File: config.mk
export PLATFORM = sky130hd
export DESIGN_NAME = mul_issue_ctrl
export DESIGN_NICKNAME = d
export VERILOG_FILES = /design/src/rtl/mul_issue_ctrl.sv
export SDC_FILE = /design/constraint.sdc
export NUM_CORES = 1
export LEC_CHECK = 0
export CAP_MARGIN = 20
export CORE_AREA = 4 4 154 156
export CTS_CLUSTER_SIZE = 30
export DETAILED_ROUTE_END_ITERATION = 10
export DIE_AREA = 0 0 158 160
export PLACE_DENSITY = 0.82
export SLEW_MARGIN = 30
export SYNTH_ARGS = -nofsm -noshare
export SYNTH_HDL_FRONTEND = slang
export SYNTH_SLANG_ARGS = --single-unit
File: constraint.sdc
create_clock -name clk -period 4.5 [get_ports clk]
set_clock_uncertainty 0.1 [all_clocks]
set_input_delay 0.675 -clock clk [delete_from_list [all_inputs] [get_ports clk]]
set_output_delay 0.675 -clock clk [all_outputs]
set_load 0.005 [all_outputs]
File: src/rtl/mul_issue_ctrl.sv
// Operand-preparation and sequencing stage in front of the shift-add multiplier.
// Optional run timeout is compiled in with MUL_ISSUE_TIMEOUT_EN.
module mul_issue_ctrl #(
    parameter int TIMEOUT_CYCLES = 40
) (
    input  logic        clk,
    input  logic        rst,
    input  logic        req_valid,
    output logic        req_ready,
    input  logic [31:0] req_a,
    input  logic [31:0] req_b,
    input  logic        req_signed,
    output logic        resp_valid,
    input  logic        resp_ready,
    output logic [31:0] resp_lo,
    output logic [31:0] resp_hi,
    output logic        resp_ovf,
    output logic        resp_err,
    output logic        mul_rst,
    output logic        mul_en,
    output logic [63:0] mul_multiplicand,
    output logic [31:0] mul_multiplier,
    input  logic [63:0] mul_accum,
    input  logic        mul_fin
);

    typedef enum logic [1:0] {IDLE, RUN, FIX, DONE} state_t;

    state_t      state, next_state;
    logic        neg;
    logic        sgn;
    logic [63:0] prod;
    logic [31:0] a_mag, b_mag;
    logic [63:0] fix_p;
    logic        fix_ovf;
    logic        timed_out;

`ifdef MUL_ISSUE_TIMEOUT_EN
    localparam logic [7:0] TIMEOUT_LIMIT = 8'(TIMEOUT_CYCLES);
    logic [7:0] timeout_cnt;
    logic       err_q;

    assign timed_out = (timeout_cnt == TIMEOUT_LIMIT);
    assign resp_err  = err_q;
`else
    logic [31:0] unused_timeout;

    assign unused_timeout = TIMEOUT_CYCLES;
    assign timed_out      = 1'b0;
    assign resp_err       = 1'b0;
`endif

    // 0x80000000 negates to itself, which is the correct magnitude when read unsigned.
    assign a_mag   = (req_signed && req_a[31]) ? (~req_a + 32'd1) : req_a;
    assign b_mag   = (req_signed && req_b[31]) ? (~req_b + 32'd1) : req_b;
    assign fix_p   = neg ? (~prod + 64'd1) : prod;
    assign fix_ovf = sgn ? (fix_p[63:32] != {32{fix_p[31]}}) : (|fix_p[63:32]);

    always_ff @(posedge clk or negedge rst) begin
        if (!rst) state <= IDLE;
        else      state <= next_state;
    end

    always_comb begin
        next_state = state;
        case (state)
            IDLE: if (req_valid && req_ready) next_state = RUN;
            RUN: begin
                if (mul_fin)        next_state = FIX;
                else if (timed_out) next_state = DONE;
            end
            FIX:  next_state = DONE;
            DONE: if (resp_ready) next_state = IDLE;
            default: next_state = IDLE;
        endcase
    end

    // Registered outputs and datapath; mul_rst is held high outside RUN so a stale fin never leaks.
    always_ff @(posedge clk or negedge rst) begin
        if (!rst) begin
            req_ready        <= 1'b1;
            resp_valid       <= 1'b0;
            resp_lo          <= '0;
            resp_hi          <= '0;
            resp_ovf         <= 1'b0;
            mul_rst          <= 1'b1;
            mul_en           <= 1'b0;
            mul_multiplicand <= '0;
            mul_multiplier   <= '0;
            neg              <= 1'b0;
            sgn              <= 1'b0;
            prod             <= '0;
`ifdef MUL_ISSUE_TIMEOUT_EN
            timeout_cnt      <= '0;
            err_q            <= 1'b0;
`endif
        end else begin
            case (state)
                IDLE: begin
                    if (req_valid && req_ready) begin
                        neg              <= req_signed & (req_a[31] ^ req_b[31]);
                        sgn              <= req_signed;
                        mul_multiplicand <= {32'b0, a_mag};
                        mul_multiplier   <= b_mag;
                        req_ready        <= 1'b0;
                        mul_rst          <= 1'b0;
                        mul_en           <= 1'b1;
`ifdef MUL_ISSUE_TIMEOUT_EN
                        timeout_cnt      <= '0;
`endif
                    end
                end
                RUN: begin
                    if (mul_fin) begin
                        prod    <= mul_accum;
                        mul_en  <= 1'b0;
                        mul_rst <= 1'b1;
                    end else if (timed_out) begin
                        mul_en     <= 1'b0;
                        mul_rst    <= 1'b1;
                        resp_valid <= 1'b1;
                        resp_lo    <= '0;
                        resp_hi    <= '0;
                        resp_ovf   <= 1'b0;
`ifdef MUL_ISSUE_TIMEOUT_EN
                        err_q      <= 1'b1;
`endif
                    end
`ifdef MUL_ISSUE_TIMEOUT_EN
                    timeout_cnt <= timeout_cnt + 8'd1;
`endif
                end
                FIX: begin
                    resp_lo    <= fix_p[31:0];
                    resp_hi    <= fix_p[63:32];
                    resp_ovf   <= fix_ovf;
                    resp_valid <= 1'b1;
`ifdef MUL_ISSUE_TIMEOUT_EN
                    err_q      <= 1'b0;
`endif
                end
                DONE: begin
                    if (resp_ready) begin
                        resp_valid <= 1'b0;
                        req_ready  <= 1'b1;
`ifdef MUL_ISSUE_TIMEOUT_EN
                        err_q      <= 1'b0;
`endif
                    end
                end
                default: ;
            endcase
        end
    end

endmodule
==> results.md <==
* Critical path data arrival time at 4330 ps
* Internal at 6.00 mW
* Net Sw Frac at 37.3%
* CP cell instances: nor4_1 > nand3_2 > or3_1 > o41ai_1 > xnor2_1 > a2111oi_0 > nand4_1 > nor3_1 > a31oi_1
* Worst slew margin at 40.7%
* CP max stage cell: o41ai_1
* Vias in the first global route at 9475
* Crit start category: flop
* Clk_lat worst skew at 510 ps
* Initial Util at 48.3%
* Die area at 0.0253 mm²
* Nets at 1510
* Fin worst setup slack at 453 ps
* First-pass GRT wire length at 50500 µm
* Cell area after layout at 0.0144 mm²
* Die Height at 160 µm
* Tightest Hold Check Type: primary input to asynchronous set/reset pin
* Final std cells w/o fill at 1673
* DRT Wirelength at 32500 µm
* Kind of critical path: flop to flop
* Final hold violation count at 0
* First-pass DRT Iterations at 5
* Final slew viol count at 0
* Max clock buf depth at 3
* Mapped Avg Cell Area at 9.63 µm²
* CP max stage delay at 710 ps
* Cts repair resizes at 0
* Vias at 9380
* Worst path required time at 4780 ps
* Antenna violations before repair at 5
* Largest net degree at the start of global routing at 116
* Tcrit/Tclk final at 89.9%
* Syn Inst Count at 1121
* DRT antenna net count at 0
* Synth warn at 0
* # DRC at 0
* Netlist cell types at 53
* Post-synth top flop: dfrtp_1
* Pwr dens at 663 mW/mm²
* Placed Cells at 1628
* EDFF count, synth at 0
* Via density at 5.61
* Setup TNS at 0 ps
* H-tree Lvls at 1
* Place WS at 579 ps
* Max Freq at 247 MHz
* Power share of the combinational group at 41.9%
* Port Buffers at 266
* Post-synth ARST share at 100%
* CP max FO at 11
* TritonCTS Sinks at 201
* Post-Syn Area at 0.0108 mm²
* Sequential area share after synthesis at 46.6%
* Peak VDD IR at 327 µV
* Final HPWL DP at 24400 µm
* Unrepaired setup endpoints after global routing: false
* Root Buffer: clkbuf_16
* Status: complete, no violations
* Max-cap violations at 0
* Post-Place Cell Area at 0.0136 mm²
* Clock transition at path regs at 60 ps
* Clock share of power at 21.0%
* Wire per inst at 19.4 µm
* Die X at 158 µm
* TritonCTS clock tree: built
* Synth Register Bits at 201
* Period minus WS final at 4050 ps
* Crit end category: flop
* Switching pwr at 3.58 mW
* Core area at 0.0224 mm²
* Final setup violation count at 0
* Worst Tran Pin Value at 889 ps
* Routability Congestion at 0.911
* Layout cell share with drive strength beyond 1 at 10.3%
* Initial drt markers at 527
* GRT overflow at 0
* Postcts setup bufs at 0
* CTS Buf Count at 23
* Seq pwr share at 37.1%
* GRT Total Usage at 25.0%
* Leakage at 5.75 nW
* Num ports at 300
* Hold buffers post-CTS at 0
* Std-Cell Rows at 55
* Fillers at 1786
* Area delta synth->final at 33.8%
cells in the mapped netlist, types with 7 or more instances:
| cell type | count | area (µm²) |
|---|---|---|
| xnor2_1 | 38 | 333 |
| nand4_1 | 11 | 68.8 |
| nand2b_1 | 10 | 62.6 |
| or3_1 | 7 | 43.8 |
| nor2_1 | 99 | 372 |
| clkbuf_1 | 47 | 176 |
| nand2_1 | 125 | 469 |
| inv_1 | 16 | 60.1 |
| or4_1 | 18 | 135 |
| o31ai_1 | 29 | 218 |
| dfrtp_1 | 199 | 4980 |
| nand3_1 | 11 | 55.1 |
| nor3_1 | 18 | 90.1 |
| o21ai_0 | 100 | 500 |
| buf_4 | 33 | 248 |
| o41ai_1 | 23 | 201 |
| nor4_1 | 30 | 188 |
| ha_1 | 8 | 100 |
| a21oi_1 | 78 | 390 |
| xor2_1 | 88 | 771 |
| mux2_2 | 71 | 800 |
power by group through the flow:
stage | clock (mW) | sequential (mW) | combinational (mW)
2_1_floorplan | 0 | 3.29 | 2.23
3_3_place_gp | 0 | 3.50 | 3.94
3_5_place_dp | 0 | 3.54 | 4.01
4_1_cts | 2.05 | 3.53 | 4.05
5_1_grt | 2.13 | 3.67 | 4.41
6_report | 2.01 | 3.55 | 4.02
flip-flops by register name, indices dropped and copies added (netlist names):
name              flops
mul_en                1
mul_multiplicand     32
mul_multiplier       32
mul_rst               1
neg                   1
prod                 64
req_ready             1
resp_hi              32
resp_lo              32
resp_ovf              1
resp_valid            1
sgn                   1
state                 2
cells by family after synthesis:
| group | share of synthesized area (%) |
|---|---|
| adder cells (fa/ha/maj) | 0.927 |
| buffers and inverters | 4.82 |
| AO/OA/AOI/OAI | 13.5 |
| multiplexers | 7.78 |
| other | 0.0347 |
| XOR/XNOR | 10.2 |
| AND/OR/NAND/NOR | 16.1 |
| flip-flops | 46.6 |
metal layers:
| metal | share of wire (%) | vias up | GRT usage, % |
|---|---|---|---|
| met4 | 3.0 | 4 | 8.88 |
| li1 | - | 4394 | - |
| met5 | 0.080 | - | 0 |
| met3 | 9.7 | 70 | 8.70 |
| met2 | 49 | 383 | 41.3 |
| met1 | 39 | 4529 | 30.2 |
critical path, delay by kind of cell (launching register included):
| family | cells | cell delay [ps] |
|---|---|---|
| xor gates and xnor gates | 1 | 140 |
| and+or+nand+nor | 5 | 1960 |
| AOI/OAI and AO/OA | 3 | 1270 |
| DFF | 1 | 440 |
cells in the final DEF (no fill, tap or decap), types with 11 or more instances in the layout:
master	count
o31ai_1	29
clkbuf_16	23
o41ai_1	23
nor4_1	30
clkdlybuf4s50_1	265
conb_1	33
a21oi_1	78
xnor2_1	38
inv_1	16
nand4_1	11
or4_1	18
dfrtp_1	198
nand2_1	124
xor2_1	88
o21ai_0	100
nor3_1	18
nor2_1	99
mux2_2	71
stage by stage:
step	hold WS [ps]	power, mW	utilization (%)
floorplan	279	5.51	-
CTS	86.0	9.63	64.5
global placement	360	7.44	60.8
global route	98.2	10.2	64.6
detailed placement	369	7.56	60.8
finish	77.3	9.58	64.6
worst paths after layout:
| check | startpoint | endpoint | slack [ps] | cells after the start |
|---|---|---|---|---|
| max in group asynchronous | rst | resp_lo[0]$_DFFE_PN0P_ | 3230 | 2 |
| worst min register to register | mul_multiplier[5]$_DFFE_PN0P_ | mul_multiplier[5]$_DFFE_PN0P_ | 380 | 2 |
| min in group clk | mul_multiplier[5]$_DFFE_PN0P_ | mul_multiplier[5]$_DFFE_PN0P_ | 380 | 2 |
| worst min-delay path | rst | resp_hi[19]$_DFFE_PN0P_ | 80 | 1 |
| worst max-delay path | prod[2]$_DFFE_PN0P_ | resp_ovf$_DFFE_PN0P_ | 450 | 9 |
| worst max register to register | prod[2]$_DFFE_PN0P_ | resp_ovf$_DFFE_PN0P_ | 450 | 9 |
cell type report:
class | count | area (µm²) | area share, %
Clock buffer | 33 | 703 | 4.87
Antenna cell | 3 | 7.51 | 0.0520
Inverter | 16 | 60.1 | 0.416
Clock inverter | 9 | 129 | 0.892
Sequential cell | 201 | 5030 | 34.8
Multi-Input combinational cell | 849 | 5390 | 37.3
Timing Repair Buffer | 277 | 2760 | 19.1
Tap cell | 285 | 357 | 2.47
Note: power is estimated with default switching activity, not from simulation.
